### src/rtl/i2s_codec_if_pkg.sv
// -----------------------------------------------------------------------------
// i2s_codec_if_pkg
// Shared constants and types for the I2S codec interface block.
//   BCLK_DIV   : clk_n cycles per BCLK period (even, >= 4)
//   SLOT_BITS  : BCLK periods per channel slot (frame = 2*SLOT_BITS)
//   WORD_BITS  : sample width, at most SLOT_BITS-1
//   FRAME_CLKS : clk_n cycles per full left+right frame
//   state_e    : controller state encoding (IDLE / RUN)
// -----------------------------------------------------------------------------
package i2s_codec_if_pkg;

   localparam int BCLK_DIV   = 6;
   localparam int SLOT_BITS  = 128;
   localparam int WORD_BITS  = 16;
   localparam int FRAME_CLKS = BCLK_DIV * 2 * SLOT_BITS;

   typedef enum logic {
      ST_IDLE = 1'b0,
      ST_RUN  = 1'b1
   } state_e;

endpackage

### src/rtl/i2s_codec_if_if.sv
// -----------------------------------------------------------------------------
// i2s_codec_if_if
// Parallel sample bus between the I2S codec interface and the audio datapath.
//   rx_left/rx_right : last captured ADC sample pair
//   rx_valid         : one-cycle strobe, a new rx pair is present this cycle
//   tx_left/tx_right : DAC sample pair offered by the datapath
//   tx_ready         : one-cycle strobe, tx pair was latched this cycle
//
// Strobe semantics: there is no back-pressure in either direction. rx_valid
// qualifies rx_left/rx_right for exactly the cycle it is high (the registers
// then hold until the next strobe). tx_ready marks the cycle in which the
// block copies tx_left/tx_right; the datapath must present the next pair
// before the following tx_ready, one frame later.
// -----------------------------------------------------------------------------
interface i2s_codec_if_if
   import i2s_codec_if_pkg::*;
#(
   parameter int WORD_BITS = i2s_codec_if_pkg::WORD_BITS
);

   logic [WORD_BITS-1:0] rx_left;
   logic [WORD_BITS-1:0] rx_right;
   logic                 rx_valid;
   logic [WORD_BITS-1:0] tx_left;
   logic [WORD_BITS-1:0] tx_right;
   logic                 tx_ready;

   // Codec-interface side.
   modport master (
      output rx_left,
      output rx_right,
      output rx_valid,
      output tx_ready,
      input  tx_left,
      input  tx_right
   );

   // Audio datapath side.
   modport slave (
      input  rx_left,
      input  rx_right,
      input  rx_valid,
      input  tx_ready,
      output tx_left,
      output tx_right
   );

endinterface

### src/rtl/i2s_bit_timer.sv
// -----------------------------------------------------------------------------
// i2s_bit_timer
// Owns the phase counter (ph) and bit counter (bc) and derives the I2S clocks.
//   clk_n         in  : master clock, registers update on falling edge
//   rst           in  : synchronous active-high reset
//   clr_i         in  : force idle values (ph=0, bc=0, bclk=0, lrck=1)
//   adv_i         in  : advance the counters this cycle
//   bclk_o        out : registered BCLK (0 for ph < BCLK_DIV/2)
//   lrck_o        out : registered LRCK (1 while bc is in the right slot)
//   bc_o          out : current bit counter
//   bc_nxt_o      out : bit counter value after the coming edge
//   bclk_rise_o   out : coming edge makes ph = BCLK_DIV/2 (BCLK rises)
//   bclk_fall_o   out : coming edge wraps ph to 0 (BCLK falls, bc steps)
//   frame_start_o out : coming edge wraps bc to 0
// The strobes describe the next clk_n edge so the parent can register data
// in lock-step with bclk/lrck.
// -----------------------------------------------------------------------------
module i2s_bit_timer
   import i2s_codec_if_pkg::*;
#(
   parameter int BCLK_DIV  = i2s_codec_if_pkg::BCLK_DIV,
   parameter int SLOT_BITS = i2s_codec_if_pkg::SLOT_BITS,
   parameter int BC_W      = $clog2(2 * SLOT_BITS)
) (
   input  logic            clk_n,
   input  logic            rst,
   input  logic            clr_i,
   input  logic            adv_i,
   output logic            bclk_o,
   output logic            lrck_o,
   output logic [BC_W-1:0] bc_o,
   output logic [BC_W-1:0] bc_nxt_o,
   output logic            bclk_rise_o,
   output logic            bclk_fall_o,
   output logic            frame_start_o
);

   localparam int PH_W = $clog2(BCLK_DIV);

   localparam logic [PH_W-1:0] PH_LAST     = PH_W'(BCLK_DIV - 1);
   localparam logic [PH_W-1:0] PH_HALF     = PH_W'(BCLK_DIV / 2);
   localparam logic [PH_W-1:0] PH_PRE_RISE = PH_W'(BCLK_DIV / 2 - 1);
   localparam logic [BC_W-1:0] BC_LAST     = BC_W'(2 * SLOT_BITS - 1);
   localparam logic [BC_W-1:0] BC_SLOT     = BC_W'(SLOT_BITS);

   logic [PH_W-1:0] ph_q, ph_d;
   logic [BC_W-1:0] bc_q, bc_d;
   logic            bclk_q, bclk_d;
   logic            lrck_q, lrck_d;
   logic            ph_wrap;

   assign ph_wrap = adv_i & (ph_q == PH_LAST);

   always_comb begin
      ph_d   = ph_q;
      bc_d   = bc_q;
      bclk_d = 1'b0;
      lrck_d = 1'b1;
      if (clr_i) begin
         ph_d = '0;
         bc_d = '0;
      end else begin
         if (adv_i) begin
            ph_d = ph_wrap ? '0 : ph_q + 1'b1;
            if (ph_wrap) begin
               bc_d = (bc_q == BC_LAST) ? '0 : bc_q + 1'b1;
            end
         end
         // Both clocks are functions of the next counter values, so lrck
         // can only move together with a BCLK falling edge.
         bclk_d = (ph_d >= PH_HALF);
         lrck_d = (bc_d >= BC_SLOT);
      end
   end

   always_ff @(negedge clk_n) begin
      if (rst) begin
         ph_q   <= '0;
         bc_q   <= '0;
         bclk_q <= 1'b0;
         lrck_q <= 1'b1;
      end else begin
         ph_q   <= ph_d;
         bc_q   <= bc_d;
         bclk_q <= bclk_d;
         lrck_q <= lrck_d;
      end
   end

   assign bclk_o        = bclk_q;
   assign lrck_o        = lrck_q;
   assign bc_o          = bc_q;
   assign bc_nxt_o      = bc_d;
   assign bclk_rise_o   = adv_i & (ph_q == PH_PRE_RISE);
   assign bclk_fall_o   = ph_wrap;
   assign frame_start_o = ph_wrap & (bc_q == BC_LAST);

endmodule

### src/rtl/i2s_codec_if.sv
// -----------------------------------------------------------------------------
// i2s_codec_if
// I2S master for a codec running in slave mode: generates BCLK/LRCK from the
// codec master clock, serialises a DAC sample pair per frame and captures an
// ADC sample pair per frame (standard I2S, MSB one BCLK after LRCK changes).
//   clk_n       in  : codec master clock, all registers on its falling edge
//   rst         in  : synchronous active-high reset
//   init_done   in  : codec configuration complete; low forces IDLE
//   bclk        out : I2S bit clock
//   lrck        out : ADCLRCK/DACLRCK, 0 = left slot, 1 = right slot
//   adcdat      in  : serial ADC data
//   dacdat      out : serial DAC data
//   smp         if  : parallel sample bus (master modport)
//   dbg_state_o out : controller state
// Parameter constraints: BCLK_DIV even and >= 4, WORD_BITS <= SLOT_BITS-1.
// -----------------------------------------------------------------------------
module i2s_codec_if
   import i2s_codec_if_pkg::*;
#(
   parameter int BCLK_DIV  = i2s_codec_if_pkg::BCLK_DIV,
   parameter int SLOT_BITS = i2s_codec_if_pkg::SLOT_BITS,
   parameter int WORD_BITS = i2s_codec_if_pkg::WORD_BITS
) (
   input  logic           clk_n,
   input  logic           rst,
   input  logic           init_done,
   output logic           bclk,
   output logic           lrck,
   input  logic           adcdat,
   output logic           dacdat,
   i2s_codec_if_if.master smp,
   output state_e         dbg_state_o
);

   localparam int BC_W = $clog2(2 * SLOT_BITS);

   localparam logic [BC_W-1:0] SLOT_V = BC_W'(SLOT_BITS);
   localparam logic [BC_W-1:0] WORD_V = BC_W'(WORD_BITS);

   state_e                state_q, state_d;
   logic                  clr, adv;
   logic [BC_W-1:0]       bc, bc_nxt, k_cur, k_nxt;
   logic                  bclk_rise, bclk_fall, frame_start;
   logic                  k_cur_in_word, k_nxt_in_word;

   logic [WORD_BITS-1:0]  tx_l_q, tx_l_d, tx_r_q, tx_r_d;
   logic [WORD_BITS-1:0]  sh_q, sh_d, sh_in;
   logic [WORD_BITS-1:0]  lhold_q, lhold_d;
   logic [WORD_BITS-1:0]  rx_l_q, rx_l_d, rx_r_q, rx_r_d;
   logic [WORD_BITS-1:0]  dac_word, dac_shift;
   logic                  tx_ready_q, tx_ready_d;
   logic                  rx_valid_q, rx_valid_d;
   logic                  dacdat_q, dacdat_d;

   // Counters are cleared whenever we are (or are about to be) idle. On the
   // IDLE->RUN edge they are neither cleared nor advanced, so the first RUN
   // cycle shows ph=0, bc=0 with lrck already low.
   assign clr = rst | ~init_done;
   assign adv = ~clr & (state_q == ST_RUN);

   i2s_bit_timer #(
      .BCLK_DIV  (BCLK_DIV),
      .SLOT_BITS (SLOT_BITS),
      .BC_W      (BC_W)
   ) u_timer (
      .clk_n         (clk_n),
      .rst           (rst),
      .clr_i         (clr),
      .adv_i         (adv),
      .bclk_o        (bclk),
      .lrck_o        (lrck),
      .bc_o          (bc),
      .bc_nxt_o      (bc_nxt),
      .bclk_rise_o   (bclk_rise),
      .bclk_fall_o   (bclk_fall),
      .frame_start_o (frame_start)
   );

   // Slot bit index within the current channel; MSB sits at slot bit 1.
   assign k_cur = (bc >= SLOT_V) ? bc - SLOT_V : bc;
   assign k_nxt = (bc_nxt >= SLOT_V) ? bc_nxt - SLOT_V : bc_nxt;
   assign k_cur_in_word = (k_cur != '0) && (k_cur <= WORD_V);
   assign k_nxt_in_word = (k_nxt != '0) && (k_nxt <= WORD_V);

   assign dac_word  = (bc_nxt >= SLOT_V) ? tx_r_q : tx_l_q;
   assign dac_shift = dac_word >> (WORD_V - k_nxt);
   assign sh_in     = {sh_q[WORD_BITS-2:0], adcdat};

   always_comb begin
      state_d    = state_q;
      tx_l_d     = tx_l_q;
      tx_r_d     = tx_r_q;
      tx_ready_d = 1'b0;
      dacdat_d   = dacdat_q;
      sh_d       = sh_q;
      lhold_d    = lhold_q;
      rx_l_d     = rx_l_q;
      rx_r_d     = rx_r_q;
      rx_valid_d = 1'b0;

      if (!init_done) begin
         // Abort: drop any partial frame, keep the last captured pair.
         state_d  = ST_IDLE;
         dacdat_d = 1'b0;
         sh_d     = '0;
         lhold_d  = '0;
      end else begin
         case (state_q)
            ST_IDLE: begin
               state_d    = ST_RUN;
               tx_l_d     = smp.tx_left;
               tx_r_d     = smp.tx_right;
               tx_ready_d = 1'b1;
               dacdat_d   = 1'b0;
            end
            ST_RUN: begin
               if (frame_start) begin
                  tx_l_d     = smp.tx_left;
                  tx_r_d     = smp.tx_right;
                  tx_ready_d = 1'b1;
               end
               // The new frame's first data bit (k=1) is one BCLK after the
               // relatch, so dac_word already sees the fresh pair.
               if (bclk_fall) begin
                  dacdat_d = k_nxt_in_word ? dac_shift[0] : 1'b0;
               end
               if (bclk_rise && k_cur_in_word) begin
                  sh_d = sh_in;
                  if (k_cur == WORD_V) begin
                     if (bc < SLOT_V) begin
                        lhold_d = sh_in;
                     end else begin
                        rx_l_d     = lhold_q;
                        rx_r_d     = sh_in;
                        rx_valid_d = 1'b1;
                     end
                  end
               end
            end
            default: state_d = ST_IDLE;
         endcase
      end
   end

   always_ff @(negedge clk_n) begin
      if (rst) begin
         state_q    <= ST_IDLE;
         tx_l_q     <= '0;
         tx_r_q     <= '0;
         tx_ready_q <= 1'b0;
         dacdat_q   <= 1'b0;
         sh_q       <= '0;
         lhold_q    <= '0;
         rx_l_q     <= '0;
         rx_r_q     <= '0;
         rx_valid_q <= 1'b0;
      end else begin
         state_q    <= state_d;
         tx_l_q     <= tx_l_d;
         tx_r_q     <= tx_r_d;
         tx_ready_q <= tx_ready_d;
         dacdat_q   <= dacdat_d;
         sh_q       <= sh_d;
         lhold_q    <= lhold_d;
         rx_l_q     <= rx_l_d;
         rx_r_q     <= rx_r_d;
         rx_valid_q <= rx_valid_d;
      end
   end

   assign dacdat       = dacdat_q;
   assign smp.rx_left  = rx_l_q;
   assign smp.rx_right = rx_r_q;
   assign smp.rx_valid = rx_valid_q;
   assign smp.tx_ready = tx_ready_q;
   assign dbg_state_o  = state_q;

endmodule

### src/flat_wrapper.sv
// flat-port wrapper written by rule: the top's interface ports become plain ports
module i2s_codec_if_flat import i2s_codec_if_pkg::*;
#(
   parameter int BCLK_DIV  = i2s_codec_if_pkg::BCLK_DIV,
   parameter int SLOT_BITS = i2s_codec_if_pkg::SLOT_BITS,
   parameter int WORD_BITS = i2s_codec_if_pkg::WORD_BITS
)
  (clk_n, rst, init_done, bclk, lrck, adcdat, dacdat, dbg_state_o, smp_rx_left, smp_rx_right, smp_rx_valid, smp_tx_ready, smp_tx_left, smp_tx_right);
  i2s_codec_if_if #(.WORD_BITS(WORD_BITS)) smp_i ();
  input  logic clk_n;
  input  logic rst;
  input  logic init_done;
  output logic bclk;
  output logic lrck;
  input  logic adcdat;
  output logic dacdat;
  output state_e dbg_state_o;
  output wire logic [$bits(smp_i.rx_left)-1:0] smp_rx_left;
  output wire logic [$bits(smp_i.rx_right)-1:0] smp_rx_right;
  output wire logic [$bits(smp_i.rx_valid)-1:0] smp_rx_valid;
  output wire logic [$bits(smp_i.tx_ready)-1:0] smp_tx_ready;
  input wire logic [$bits(smp_i.tx_left)-1:0] smp_tx_left;
  input wire logic [$bits(smp_i.tx_right)-1:0] smp_tx_right;
  assign smp_rx_left = smp_i.rx_left;
  assign smp_rx_right = smp_i.rx_right;
  assign smp_rx_valid = smp_i.rx_valid;
  assign smp_tx_ready = smp_i.tx_ready;
  assign smp_i.tx_left = smp_tx_left;
  assign smp_i.tx_right = smp_tx_right;
  i2s_codec_if #(.BCLK_DIV(BCLK_DIV), .SLOT_BITS(SLOT_BITS), .WORD_BITS(WORD_BITS)) u_core (.clk_n(clk_n), .rst(rst), .init_done(init_done), .bclk(bclk), .lrck(lrck), .adcdat(adcdat), .dacdat(dacdat), .smp(smp_i), .dbg_state_o(dbg_state_o));
endmodule
### config.mk
export PLATFORM = sky130hd
export DESIGN_NAME = i2s_codec_if_flat
export DESIGN_NICKNAME = d
export VERILOG_FILES = /design/src/rtl/i2s_codec_if_pkg.sv /design/src/rtl/i2s_codec_if_if.sv /design/src/rtl/i2s_bit_timer.sv /design/src/rtl/i2s_codec_if.sv /design/src/flat_wrapper.sv
export SDC_FILE = /design/constraint.sdc
export NUM_CORES = 1
export LEC_CHECK = 0
export ABC_AREA = 1
export CORE_AREA = 2 2 94 96
export CTS_CLUSTER_SIZE = 30
export DETAILED_ROUTE_END_ITERATION = 10
export DIE_AREA = 0 0 96 98
export DONT_BUFFER_PORTS = 1
export PLACE_DENSITY = 0.82
export SYNTH_ARGS = -nofsm -noshare
export SYNTH_HDL_FRONTEND = slang
export SYNTH_SLANG_ARGS = --single-unit
### constraint.sdc
create_clock -name clk_n -period 2.5 [get_ports clk_n]
set_input_delay 0.5 -clock clk_n [delete_from_list [all_inputs] [get_ports clk_n]]
set_output_delay 0.5 -clock clk_n [all_outputs]
set_load 0.005 [all_outputs]
==> flow_metrics.py <==
metrics = {
    "yosys": {
        "yosysTopAreaCellShare_pct": 48.39,
        "yosys.area.top_type": "dfxtp_1",
        "yosysWarnings": 0,
        "synth_fp_nets": 641,
        "ys_seq_area_share_pct": 48.39,
        "synth.distinct_cells": 34,
        "synth_top_flop_cell": "dfxtp_1",
        "syn_avg_cell_area_um2": 7.735,
        "synth_area_um2": 4633,
        "synth_cells": 599,
        "synth_edf_count": 0,
        "async_reset_ff_share_pct": 0,
        "ys_top_cells_by_count": "nand2_1, dfxtp_1, a21oi_1, inv_1",
        "yosysMostFrequentCell": "nand2_1",
        "synth-seq-cells": 112,
        "synth_area_leaders": "dfxtp_1, nand2_1, a21oi_1",
    },
    "clock_network": {
        "path_clk_slew_ps": 50,
        "hold_buffers": 0,
        "clockBufferDepth": 2,
        "insertion_delay_ps": 470,
        "cts_tree": "yes",
        "cts_root_buf": "clkbuf_8",
        "cts_htree_levels": 3,
        "cts_sinks": 112,
        "numCtsBuffers": 9,
    },
    "layout": {
        "multi_input_area_um2": 2753,
        "instances_no_fill": 871,
        "final-seq-area_um2": 2311,
        "drive_gt1_share_pct": 38.40,
        "diodes": 0,
        "fin_util_pct": 82.41,
        "areaGrowthSynthToFinish_pct": 50.58,
        "fin_nets": 800,
        "nFillCells": 404,
    },
    "die": {
        "die_x_um": 96,
        "die_h_um": 98,
        "rows": 34,
        "die_area_um2": 9408,
        "coreArea_um2": 8466,
        "start_util_pct": 54.73,
        "num_io_pins": 74,
    },
    "global_routing": {
        "grt_use_total_pct": 28.25,
        "grt_pass1_wl_um": 21020,
        "grt_max_degree": 67,
        "antenna_found_initial": 0,
        "grt_pass1_vias": 4862,
        "grt.overflow.total": 0,
    },
    "detailed_routing": {
        "drtIter0Drc": 670,
        "first_pass_iters": 6,
        "wl_per_cell_um": 22.45,
        "wirelength_um": 19550,
        "antenna_left": 0,
        "routed-via-count": 5571,
        "vias_per_cell": 6.396,
        "drc": 0,
    },
    "place": {
        "dp_hpwl_um": 7651,
        "routabilityCongestion": 0.8846,
        "dp.cells": 708,
        "port_buffers": 0,
    },
    "sta": {
        "relSlewSlack_pct": 60.78,
        "tightest_slew_ps": 582.9,
        "setup_viol": 139,
        "fin_skew_ps": 47.20,
        "rsz0062_at_grt": "yes",
        "worst_slack_ps": -911.6,
        "tns_ps": -47730,
        "slew_viol_final": 0,
        "hold_viol": 0,
    },
    "outcome": {
        "status": "finished, violations left",
        "failed_checks": "negative setup slack",
    },
    "critical_path": {
        "cp.arrival_ps": 2530,
        "cp_num_buf_inv": 4,
        "path_max_fanout": 6,
        "slowest_delay_ps": 230,
        "critPathTopFamily": "simple AND/OR/NAND/NOR gates",
        "crit_type": "input pin to register",
        "required_ps": 1620,
        "slowest_stage": "nor2_4",
        "worstSetupStartpointType": "input pin",
        "cp_cell_sequence": "inv_12, nor2_4, nand2_4, nor2_4, nand3_2, o21ai_4, inv_4, ha_4, nand2_2, inv_2, nor2_4, inv_2, nand3_2, nand2_2, nand2_1, nand3_2, a21oi_2",
        "cp-end-kind": "register",
    },
    "power_and_ir_drop": {
        "irDropWorstVdd_mv": 0.4577,
        "power.leakage_nw": 2.982,
        "total_power_mw": 4.016,
        "power_density_nw_per_um2": 575.7,
    },
    "worst_hold_path": {
        "hp-class": "register to register",
    },
    "run": {
        "maxCapViolCount": 0,
    },
}
worst register-to-register path: stages (launching register included):
cell	delay, ps
dfxtp_1	360
inv_1	120
ha_1	180
nand3_1	120
or4_1	450
nand2_1	130
nand2_2	100
inv_4	110
nand3_4	110
nor3_4	250
buf_6	200
clkbuf_16	210
nor2_1	70
a211oi_1	210
worst paths after layout:
kind	startpoint	to	slack, ps	depth (start not counted)
worst max-delay path	init_done	u_core.dacdat	-910	17
worst min-delay path	u_core.lhold_q[5]	u_core.smp.rx_left[5]	460	2
worst max register to register	u_core.u_timer.bc_o[1]	u_core.smp.rx_right[10]	-210	13
worst min register to register	u_core.lhold_q[5]	u_core.smp.rx_left[5]	460	2
cell families (layout without fill, tap and decap cells):
| logic type | Yosys count | in the layout | share of synthesized area, % |
|---|---|---|---|
| AO/OA/AOI/OAI | 124 | 124 | 15.66 |
| AND/OR/NAND/NOR | 262 | 262 | 25.93 |
| buffers and inverters | 93 | 257 | 8.021 |
| XOR/XNOR | 2 | 2 | 0.3781 |
| flip-flops | 112 | 112 | 48.39 |
| adder cells (fa/ha/maj) | 6 | 6 | 1.620 |
flip-flops by register name (all words and copies together), names as in the netlist:
register / count
u_core.dbg_state_o: 1
u_core.smp.rx_left: 16
u_core.u_timer.lrck_o: 1
u_core.dacdat: 1
u_core.tx_r_q: 16
u_core.smp.tx_ready: 1
u_core.u_timer.bc_o: 8
u_core.tx_l_q: 16
u_core.u_timer.ph_q: 3
u_core.smp.rx_right: 16
u_core.lhold_q: 16
u_core.smp.rx_valid: 1
u_core.sh_q: 15
u_core.u_timer.bclk_o: 1
stage by stage:
step	setup slack (ps)	hold WS (ps)	area (µm²)
floorplan	-898.1	441.0	4762
global placement	-842.5	441.9	5051
detailed placement	-932.1	448.6	5051
CTS	-410.1	453.8	5934
global route	-934.8	482.5	6977
finish	-911.6	457.3	6977
cells in the final DEF (no fill, tap or decap), types with 17 or more instances in the layout:
| cell type | n |
|---|---|
| nand4_1 | 17 |
| o21ai_2 | 18 |
| a211oi_2 | 19 |
| nor2_4 | 24 |
| a21oi_2 | 23 |
| buf_4 | 33 |
| inv_1 | 155 |
| a21oi_1 | 42 |
| dfxtp_1 | 75 |
| nor2_1 | 19 |
| nand3_1 | 33 |
| dfxtp_2 | 28 |
| nand2_1 | 97 |
| nand2_2 | 19 |
per-layer routing:
metal	global-route usage (%)	wire [µm]
met1	30.81	6482
met2	45.51	9034
met3	11.03	2119
met4	17.14	1917
met5	0	0
report_power, final:
group | total (mW) | switching, mW | internal, mW
Combinational | 0.203 | 0.116 | 0.0865
Sequential | 1.83 | 0.0219 | 1.81
Clock | 1.98 | 1.36 | 0.621
timing repair:
item                       CTS  global route
buffers inserted            12            18
setup endpoints to repair  130           136
pin swaps                   18            47
resized for setup           60           205
gates cloned                 2            11
final cells by class:
class,instances,share of cell area (%)
well taps,108,1.937
repair buffers,71,13.16
repair inverters,1,0.08967
multi-input cells,394,39.45
inverters,57,3.461
clock inverters,119,6.994
clock buffers,9,1.775
flip-flops and latches,112,33.12
No activity file was read; power rests on OpenSTA's default activity.
